--- src/rtl/snax_mac_stream_gen.sv ---
// -----------------------------------------------------------------------------
// snax_mac_stream_gen
// Generation-2 TCDM streamer for MAC-class accelerators. It has NUM_RD strided
// read channels, each feeding a first-word-fall-through response FIFO that
// drives a datapath stream. It also has one strided write channel that drains
// the datapath result stream to TCDM. A start/busy/done job FSM runs one job of
// len words per channel.
//
// Ports
//   clk_i, rst_i             clock, synchronous active-high reset
//   start_i, len_i           job start pulse (taken in IDLE only), words/channel
//   base_addr_i, stride_i    per-channel base and byte stride (slice NUM_RD = write)
//   busy_o, done_o           job in progress, one-cycle completion pulse
//   tcdm_*                   per-channel TCDM request/response (slice NUM_RD = write)
//   rd_valid_o/ready_i/data_o  read streams towards the datapath
//   wr_valid_i/ready_o/data_i  result stream from the datapath
// -----------------------------------------------------------------------------
module snax_mac_stream_gen #(
  parameter int unsigned NUM_RD     = 3,
  parameter int unsigned DATA_W     = 32,
  parameter int unsigned ADDR_W     = 32,
  parameter int unsigned FIFO_DEPTH = 4,
  parameter int unsigned LEN_W      = 16
) (
  input  logic                           clk_i,
  input  logic                           rst_i,
  input  logic                           start_i,
  input  logic [LEN_W-1:0]               len_i,
  input  logic [(NUM_RD+1)*ADDR_W-1:0]   base_addr_i,
  input  logic [(NUM_RD+1)*ADDR_W-1:0]   stride_i,
  output logic                           busy_o,
  output logic                           done_o,
  output logic [NUM_RD:0]                tcdm_req_o,
  input  logic [NUM_RD:0]                tcdm_gnt_i,
  output logic [(NUM_RD+1)*ADDR_W-1:0]   tcdm_add_o,
  output logic [NUM_RD:0]                tcdm_wen_o,
  output logic [(NUM_RD+1)*DATA_W/8-1:0] tcdm_be_o,
  output logic [(NUM_RD+1)*DATA_W-1:0]   tcdm_data_o,
  input  logic [NUM_RD:0]                tcdm_r_valid_i,
  input  logic [(NUM_RD+1)*DATA_W-1:0]   tcdm_r_data_i,
  output logic [NUM_RD-1:0]              rd_valid_o,
  input  logic [NUM_RD-1:0]              rd_ready_i,
  output logic [NUM_RD*DATA_W-1:0]       rd_data_o,
  input  logic                           wr_valid_i,
  output logic                           wr_ready_o,
  input  logic [DATA_W-1:0]              wr_data_i
);

  localparam int unsigned PTR_W = $clog2(FIFO_DEPTH);
  localparam int unsigned CNT_W = PTR_W + 1;
  localparam logic [CNT_W-1:0] DEPTH_C = CNT_W'(FIFO_DEPTH);

  typedef enum logic [1:0] {IDLE = 2'd0, RUN = 2'd1, FIN = 2'd2} state_e;

  state_e            state_q, state_d;
  logic [LEN_W-1:0]  len_q, len_d;
  logic              launch_s;
  logic              run_s;
  logic              all_done_s;
  logic [NUM_RD-1:0] rd_done_s;

  // The write channel response lane is never used.
  logic unused_s;
  assign unused_s = ^{tcdm_r_valid_i[NUM_RD], tcdm_r_data_i[NUM_RD*DATA_W +: DATA_W]};

  assign run_s  = (state_q == RUN);
  assign busy_o = (state_q != IDLE);
  assign done_o = (state_q == FIN);
  assign tcdm_be_o = {((NUM_RD+1)*DATA_W/8){1'b1}};

  // Job FSM next state; launch_s marks the cycle a job's parameters are latched
  always_comb begin
    state_d  = state_q;
    len_d    = len_q;
    launch_s = 1'b0;
    case (state_q)
      IDLE: begin
        if (start_i) begin
          launch_s = 1'b1;
          len_d    = len_i;
          state_d  = (len_i == {LEN_W{1'b0}}) ? FIN : RUN;
        end else begin
          state_d = IDLE;
        end
      end
      RUN: begin
        if (all_done_s) begin
          state_d = FIN;
        end else begin
          state_d = RUN;
        end
      end
      FIN:     state_d = IDLE;
      default: state_d = IDLE;
    endcase
  end

  // Job FSM state and latched length
  always_ff @(posedge clk_i) begin
    if (rst_i) begin
      state_q <= IDLE;
      len_q   <= {LEN_W{1'b0}};
    end else begin
      state_q <= state_d;
      len_q   <= len_d;
    end
  end

  // ---------------------------------------------------------------- read side
  for (genvar k = 0; k < NUM_RD; k++) begin : g_rd
    logic [ADDR_W-1:0] addr_q, addr_d, stride_q, stride_d;
    logic [LEN_W-1:0]  issued_q, issued_d, popped_q, popped_d;
    logic [CNT_W-1:0]  outst_q, outst_d, cnt_q, cnt_d;
    logic [PTR_W-1:0]  wptr_q, wptr_d, rptr_q, rptr_d;
    logic [DATA_W-1:0] mem_q [FIFO_DEPTH];
    logic              req_s, gnt_s, push_s, pop_s;

    // Credit: FIFO slots not yet filled or promised to an in-flight read.
    assign req_s  = run_s && (issued_q < len_q) && ((cnt_q + outst_q) < DEPTH_C);
    assign gnt_s  = req_s & tcdm_gnt_i[k];
    // Responses with nothing outstanding, or outside RUN, are dropped.
    assign push_s = run_s & tcdm_r_valid_i[k] & (outst_q != {CNT_W{1'b0}});
    assign pop_s  = (cnt_q != {CNT_W{1'b0}}) & rd_ready_i[k];

    assign tcdm_req_o[k]                    = req_s;
    assign tcdm_wen_o[k]                    = 1'b1;
    assign tcdm_add_o[k*ADDR_W +: ADDR_W]   = addr_q;
    assign tcdm_data_o[k*DATA_W +: DATA_W]  = {DATA_W{1'b0}};
    assign rd_valid_o[k]                    = (cnt_q != {CNT_W{1'b0}});
    assign rd_data_o[k*DATA_W +: DATA_W]    = mem_q[rptr_q];
    assign rd_done_s[k]                     = (popped_q == len_q);

    // Read channel counters, address accumulator and FIFO pointers
    always_comb begin
      addr_d   = addr_q;
      stride_d = stride_q;
      issued_d = issued_q;
      popped_d = popped_q;
      outst_d  = outst_q;
      cnt_d    = cnt_q;
      wptr_d   = wptr_q;
      rptr_d   = rptr_q;
      if (launch_s) begin
        addr_d   = base_addr_i[k*ADDR_W +: ADDR_W];
        stride_d = stride_i[k*ADDR_W +: ADDR_W];
        issued_d = {LEN_W{1'b0}};
        popped_d = {LEN_W{1'b0}};
        outst_d  = {CNT_W{1'b0}};
        cnt_d    = {CNT_W{1'b0}};
        wptr_d   = {PTR_W{1'b0}};
        rptr_d   = {PTR_W{1'b0}};
      end else begin
        addr_d   = gnt_s ? (addr_q + stride_q) : addr_q;
        issued_d = issued_q + LEN_W'(gnt_s);
        popped_d = popped_q + LEN_W'(pop_s);
        outst_d  = outst_q + CNT_W'(gnt_s) - CNT_W'(push_s);
        cnt_d    = cnt_q + CNT_W'(push_s) - CNT_W'(pop_s);
        wptr_d   = wptr_q + PTR_W'(push_s);
        rptr_d   = rptr_q + PTR_W'(pop_s);
      end
    end

    // Read channel state registers
    always_ff @(posedge clk_i) begin
      if (rst_i) begin
        addr_q   <= {ADDR_W{1'b0}};
        stride_q <= {ADDR_W{1'b0}};
        issued_q <= {LEN_W{1'b0}};
        popped_q <= {LEN_W{1'b0}};
        outst_q  <= {CNT_W{1'b0}};
        cnt_q    <= {CNT_W{1'b0}};
        wptr_q   <= {PTR_W{1'b0}};
        rptr_q   <= {PTR_W{1'b0}};
      end else begin
        addr_q   <= addr_d;
        stride_q <= stride_d;
        issued_q <= issued_d;
        popped_q <= popped_d;
        outst_q  <= outst_d;
        cnt_q    <= cnt_d;
        wptr_q   <= wptr_d;
        rptr_q   <= rptr_d;
      end
    end

    // Response FIFO storage; contents are qualified by cnt_q, so no reset
    always_ff @(posedge clk_i) begin
      if (push_s) begin
        mem_q[wptr_q] <= tcdm_r_data_i[k*DATA_W +: DATA_W];
      end
    end
  end

  // --------------------------------------------------------------- write side
  logic [ADDR_W-1:0] wr_addr_q, wr_addr_d, wr_stride_q, wr_stride_d;
  logic [LEN_W-1:0]  written_q, written_d;
  logic              wr_req_s, wr_hs_s;

  assign wr_req_s = run_s && (written_q < len_q) && wr_valid_i;
  assign wr_hs_s  = wr_req_s & tcdm_gnt_i[NUM_RD];

  assign tcdm_req_o[NUM_RD]                   = wr_req_s;
  assign tcdm_wen_o[NUM_RD]                   = 1'b0;
  assign tcdm_add_o[NUM_RD*ADDR_W +: ADDR_W]  = wr_addr_q;
  assign tcdm_data_o[NUM_RD*DATA_W +: DATA_W] = wr_data_i;
  assign wr_ready_o                           = wr_hs_s;

  assign all_done_s = (&rd_done_s) && (written_q == len_q);

  // Write channel address accumulator and word counter
  always_comb begin
    wr_addr_d   = wr_addr_q;
    wr_stride_d = wr_stride_q;
    written_d   = written_q;
    if (launch_s) begin
      wr_addr_d   = base_addr_i[NUM_RD*ADDR_W +: ADDR_W];
      wr_stride_d = stride_i[NUM_RD*ADDR_W +: ADDR_W];
      written_d   = {LEN_W{1'b0}};
    end else begin
      wr_addr_d = wr_hs_s ? (wr_addr_q + wr_stride_q) : wr_addr_q;
      written_d = written_q + LEN_W'(wr_hs_s);
    end
  end

  // Write channel state registers
  always_ff @(posedge clk_i) begin
    if (rst_i) begin
      wr_addr_q   <= {ADDR_W{1'b0}};
      wr_stride_q <= {ADDR_W{1'b0}};
      written_q   <= {LEN_W{1'b0}};
    end else begin
      wr_addr_q   <= wr_addr_d;
      wr_stride_q <= wr_stride_d;
      written_q   <= written_d;
    end
  end

endmodule

--- config.mk ---
export PLATFORM = sky130hd
export DESIGN_NAME = snax_mac_stream_gen
export DESIGN_NICKNAME = d
export VERILOG_FILES = /design/src/rtl/snax_mac_stream_gen.sv
export SDC_FILE = /design/constraint.sdc
export NUM_CORES = 2
export LEC_CHECK = 0
export BUFFER_PORTS_ARGS = -buffer_cell sky130_fd_sc_hd__buf_2
export CELL_PAD_IN_SITES_DETAIL_PLACEMENT = 1
export CELL_PAD_IN_SITES_GLOBAL_PLACEMENT = 2
export CORE_ASPECT_RATIO = 1.1
export CORE_MARGIN = 1.5
export CORE_UTILIZATION = 35
export DETAILED_ROUTE_END_ITERATION = 8
export PLACE_DENSITY = 0.78
export SLEW_MARGIN = 10
export SYNTH_ARGS = -nofsm -noshare
export SYNTH_HDL_FRONTEND = slang
export SYNTH_SLANG_ARGS = --single-unit
--- constraint.sdc ---
create_clock -name clk_i -period 5.3 [get_ports clk_i]
set_clock_uncertainty 0.2 [all_clocks]
set_input_delay 0 -clock clk_i [delete_from_list [all_inputs] [get_ports clk_i]]
set_output_delay 0 -clock clk_i [all_outputs]
set_load 0.03 [all_outputs]
==> metrics.log <==
[metrics] global-route wire length before repair: approximately 220000 um
[metrics] maximum number of buffers from clock root to sink: 3
[metrics] gate family responsible for the most delay along the worst path: compound AO/OA/AOI/OAI gates
[metrics] Die Footprint: approximately 110000 um2
[metrics] Synth Area in Simple Gates: 13.6%
[metrics] TritonCTS Buffers: 91
[metrics] standard-cell rows: 128
[metrics] sort of element at the end of the critical path: register
[metrics] hold violation total from the final report: 0
[metrics] top layer used by detailed routing: met5
[metrics] total power: between 15000 and 20000 uW
[metrics] sequential-to-total area share from yosys stat: 50.4%
[metrics] filler instances: between 10000 and 15000
[metrics] placer's final routability congestion estimate: between 0.8 and 0.9
[metrics] Root Driver: sky130_fd_sc_hd__clkbuf_16
[metrics] delay of the slowest cell on the worst path: just over 0.9 ns
[metrics] cell area after placement: 43400 um2
[metrics] startpoint type of the worst setup path: register
[metrics] Setup violations, final: 0
[metrics] initial standard-cell utilization of the core: 35.4%
[metrics] Clock Latency Late Sink: about 0.70 ns
[metrics] portion of the clock cycle consumed by the worst path in the final layout: 92.1%
[metrics] unrepaired setup endpoints after global routing: false
[metrics] proportion of layout cells with a drive suffix above 1: between 10% and 20%
[metrics] fraction of synthesized cell area in xor and xnor cells: 4.57%
[metrics] 1st-pass router iterations: 5
[metrics] transition time at the pin with the least slew margin: 1.02 ns
[metrics] most frequent cell on the critical path: sky130_fd_sc_hd__o21ai_1
[metrics] # nets final: roughly 5800
[metrics] initial antenna violation count: 35
[metrics] commonest register cell after synthesis: sky130_fd_sc_hd__dfxtp_1
[metrics] Max-cap violations: 0
[metrics] combinational family with the most area after synthesis: simple AND/OR/NAND/NOR gates
[metrics] cell area after technology mapping: around 40000 um2
[metrics] die span in y: about 360 um
[metrics] met3 layer wire length in the routed design: between 7000 and 8000 um
[metrics] Crit Path Class: register to register
[metrics] via count of the first global-routing pass: roughly 37000
[metrics] post-synth cell types: 89
[metrics] number of nets with antenna violations after detailed routing: 0
[metrics] signal arrival time at the worst endpoint: between 5 and 6 ns
[metrics] critical path peak fanout: 3
[metrics] num ports: 829
[metrics] Min-Delay Path Class: input pin to register
[metrics] Critical Path RT: approximately 5.7 ns
[metrics] Met2 Wirelength: approximately 73000 um
[metrics] Routed wire per std cell: 21.3 um
[metrics] Slew Viols, Final: 0
[metrics] share of Yosys cell area claimed by the top area cell type: between 20 and 30%
[metrics] critical path cell sequence: ha_1, inv_1, fa_1, nor2b_1, o21ai_1, a21boi_1, o21ai_1, a2111oi_0, o21ai_1, a21oi_1, a311oi_1, xor2_1, a211oi_1, dlygate4sd3_1
[metrics] maximum level of the CTS H-tree: 3
[metrics] power density over cell area: 290 nW/um2
[metrics] total DRC errors in the routed layout: 0
[metrics] width of the die: approximately 320 um
[metrics] Remaining Overflow, GRT: 0
[metrics] Reg clk slew, reported paths: 0.07 ns
[metrics] floorplan core area: 111000 um2
[metrics] share of flip-flops with an asynchronous set or reset after synthesis: 0%
[metrics] Worst slew margin: a little under a third
[metrics] Max rail drop VDD: around 0.24 mV
[metrics] final period demand of the worst path: roughly 4.9 ns
[metrics] initial DRC count: 1611
[metrics] number of vias per cell after detailed routing: slightly above 5
[metrics] share of the synthesized area in compound gates (AO/OA/AOI/OAI): around 12%
[metrics] dominant cell type by area after synthesis: sky130_fd_sc_hd__edfxtp_1
[metrics] met1 wire length: 58600 um
[metrics] top cells by area in the synthesized netlist: sky130_fd_sc_hd__edfxtp_1, sky130_fd_sc_hd__dfxtp_1, sky130_fd_sc_hd__ha_1
[metrics] Routed Wire Length: 144000 um
[metrics] Fin Hold WS: around 0.024 ns
[metrics] placed wire-length estimate after detailed placement: approximately 90000 um
[metrics] CTS tree: built
[metrics] maximum clock frequency: approximately 200 MHz
[metrics] adder-cell share of the synthesized area: approximately 7.5%
[metrics] number of synthesized flops with an enable pin: 384
[metrics] gate count after technology mapping: 3713
[metrics] clock sink count: 800
[metrics] mux contribution to synthesized area: under 10%
[metrics] final instance area: between 50000 and 60000 um2
[metrics] area added between synthesis and finish: 40.9%
[metrics] Buf+Inv Stages, Crit Path: 2
[metrics] Crit-path slowest cell: sky130_fd_sc_hd__a2111oi_0
[metrics] Setup TNS: 0 ns
[metrics] count of vias placed by the detailed router: approximately 34000
[metrics] synthesis warning total: 0
[metrics] Port Buffers: 615
[metrics] Syn Area/Cell: ~11 um2
[metrics] outcome: finished, final reports clean
[metrics] largest net degree at the start of global routing: around 120
[metrics] leakage power total: approximately 0.023 uW
[metrics] GRT Util Overall: 24.6%
[metrics] flip-flop and latch count after synthesis: 800
cell usage after synthesis (35+ instances only):
| library cell | n |
|---|---|
| sky130_fd_sc_hd__a21oi_1 | 294 |
| sky130_fd_sc_hd__nor2_1 | 331 |
| sky130_fd_sc_hd__ha_1 | 220 |
| sky130_fd_sc_hd__nand2_1 | 474 |
| sky130_fd_sc_hd__o21ai_0 | 53 |
| sky130_fd_sc_hd__nand3_1 | 84 |
| sky130_fd_sc_hd__a211oi_1 | 45 |
| sky130_fd_sc_hd__xnor2_1 | 89 |
| sky130_fd_sc_hd__mux4_2 | 96 |
| sky130_fd_sc_hd__or3_1 | 36 |
| sky130_fd_sc_hd__dfxtp_1 | 416 |
| sky130_fd_sc_hd__nor3_1 | 59 |
| sky130_fd_sc_hd__xor2_1 | 117 |
| sky130_fd_sc_hd__a21o_1 | 105 |
| sky130_fd_sc_hd__nand4_1 | 35 |
| sky130_fd_sc_hd__and3_1 | 55 |
| sky130_fd_sc_hd__inv_1 | 95 |
| sky130_fd_sc_hd__buf_4 | 152 |
| sky130_fd_sc_hd__clkbuf_1 | 129 |
| sky130_fd_sc_hd__edfxtp_1 | 384 |
per-stage QoR:
| stage | std cells | setup slack, ns | utilization (%) |
|---|---|---|---|
| floorplan | 3827 | 1.36 | - |
| global placement | 5660 | 1.06 | 39.0 |
| detailed placement | 5660 | 0.992 | 39.0 |
| CTS | 6731 | 0.635 | 49.9 |
| global route | 6754 | 0.142 | 49.9 |
| finish | 6758 | 0.421 | 49.9 |
worst paths after layout:
check	start	end	depth (start not counted)	slack [ns]
min reg2reg	g_rd[1].stride_q[17]	g_rd[1].stride_q[17]	2	0.26
min	stride_i[28]	g_rd[0].stride_q[28]	4	0.02
max	wr_addr_q[0]	wr_addr_q[30]	14	0.42
max reg2reg	wr_addr_q[0]	wr_addr_q[30]	14	0.42
repair_timing:
item,in CTS,in global routing
hold buffers,904,0
resized for setup,0,0
buffers inserted,0,0
endpoints found under the hold margin,776,0
state kept, by name, indices dropped and copies added, names as in the netlist, 16 cells and up:
| signal | count |
|---|---|
| g_rd.addr_q | 96 |
| g_rd.mem_q | 384 |
| written_q | 16 |
| wr_addr_q | 32 |
| g_rd.stride_q | 96 |
| wr_stride_q | 32 |
| len_q | 16 |
| g_rd.popped_q | 48 |
| g_rd.issued_q | 48 |
worst register-to-register path, cell delays in order (launching register included):
cell and delay, ns:
sky130_fd_sc_hd__dfxtp_1 0.37, sky130_fd_sc_hd__ha_1 0.20, sky130_fd_sc_hd__inv_1 0.06, sky130_fd_sc_hd__fa_1 0.40, sky130_fd_sc_hd__nor2b_1 0.23, sky130_fd_sc_hd__o21ai_1 0.12, sky130_fd_sc_hd__a21boi_1 0.26, sky130_fd_sc_hd__o21ai_1 0.18
sky130_fd_sc_hd__a2111oi_0 0.93, sky130_fd_sc_hd__o21ai_1 0.21, sky130_fd_sc_hd__a21oi_1 0.40, sky130_fd_sc_hd__a311oi_1 0.19, sky130_fd_sc_hd__xor2_1 0.18, sky130_fd_sc_hd__a211oi_1 0.28, sky130_fd_sc_hd__dlygate4sd3_1 0.59
cell families (layout without fill, tap and decap cells):
logic type | after synthesis | in the layout
compound gates | 740 | 740
xor+xnor | 206 | 206
fa+ha+maj | 230 | 230
buf+inv | 411 | 1820
flops | 800 | 800
mux | 127 | 127
other cells | 2 | 143
simple gates | 1197 | 1197
metal layers:
layer | track usage, % | vias up
li1 | - | 16100
met1 | 29.1 | 16900
met2 | 43.9 | 830
met3 | 4.87 | 238
met4 | 8.62 | 14
met5 | 0 | -
layout by cell type (no fill, tap or decap), types with 35 or more instances in the layout:
master / Yosys / routed
sky130_fd_sc_hd__nand4_1: 35 / 35
sky130_fd_sc_hd__nor3_1: 59 / 56
sky130_fd_sc_hd__mux4_2: 96 / 96
sky130_fd_sc_hd__a21o_1: 105 / 105
sky130_fd_sc_hd__clkbuf_16: 0 / 91
sky130_fd_sc_hd__xnor2_1: 89 / 89
sky130_fd_sc_hd__a211oi_1: 45 / 45
sky130_fd_sc_hd__o21ai_0: 53 / 53
sky130_fd_sc_hd__edfxtp_1: 384 / 384
sky130_fd_sc_hd__or3_1: 36 / 35
sky130_fd_sc_hd__ha_1: 220 / 220
sky130_fd_sc_hd__and3_1: 55 / 55
sky130_fd_sc_hd__a21oi_1: 294 / 294
sky130_fd_sc_hd__conb_1: 2 / 116
sky130_fd_sc_hd__buf_2: 2 / 614
sky130_fd_sc_hd__inv_1: 95 / 95
sky130_fd_sc_hd__dfxtp_1: 416 / 412
sky130_fd_sc_hd__nand2_1: 474 / 472
sky130_fd_sc_hd__dlygate4sd3_1: 0 / 904
sky130_fd_sc_hd__nand3_1: 84 / 84
sky130_fd_sc_hd__xor2_1: 117 / 117
sky130_fd_sc_hd__nor2_1: 331 / 326
layout make-up:
| cell class | instances | area, um2 | area share [%] |
|---|---|---|---|
| clock inverter | 37 | 508 | 0.914 |
| sequential | 800 | 19900 | 35.7 |
| tap | 1495 | 1870 | 3.37 |
| multi-input combinational | 2616 | 17900 | 32.3 |
| timing repair buffer | 1555 | 12400 | 22.4 |
| inverter | 98 | 368 | 0.662 |
| clock buffer | 130 | 2520 | 4.54 |
| antenna | 27 | 67.6 | 0.122 |
power by group:
part           switching, uW  internal, uW
Combinational           1630          1210
Sequential               169          6650
Clock                   2810          3660
Note: power is estimated with default switching activity, not from simulation.
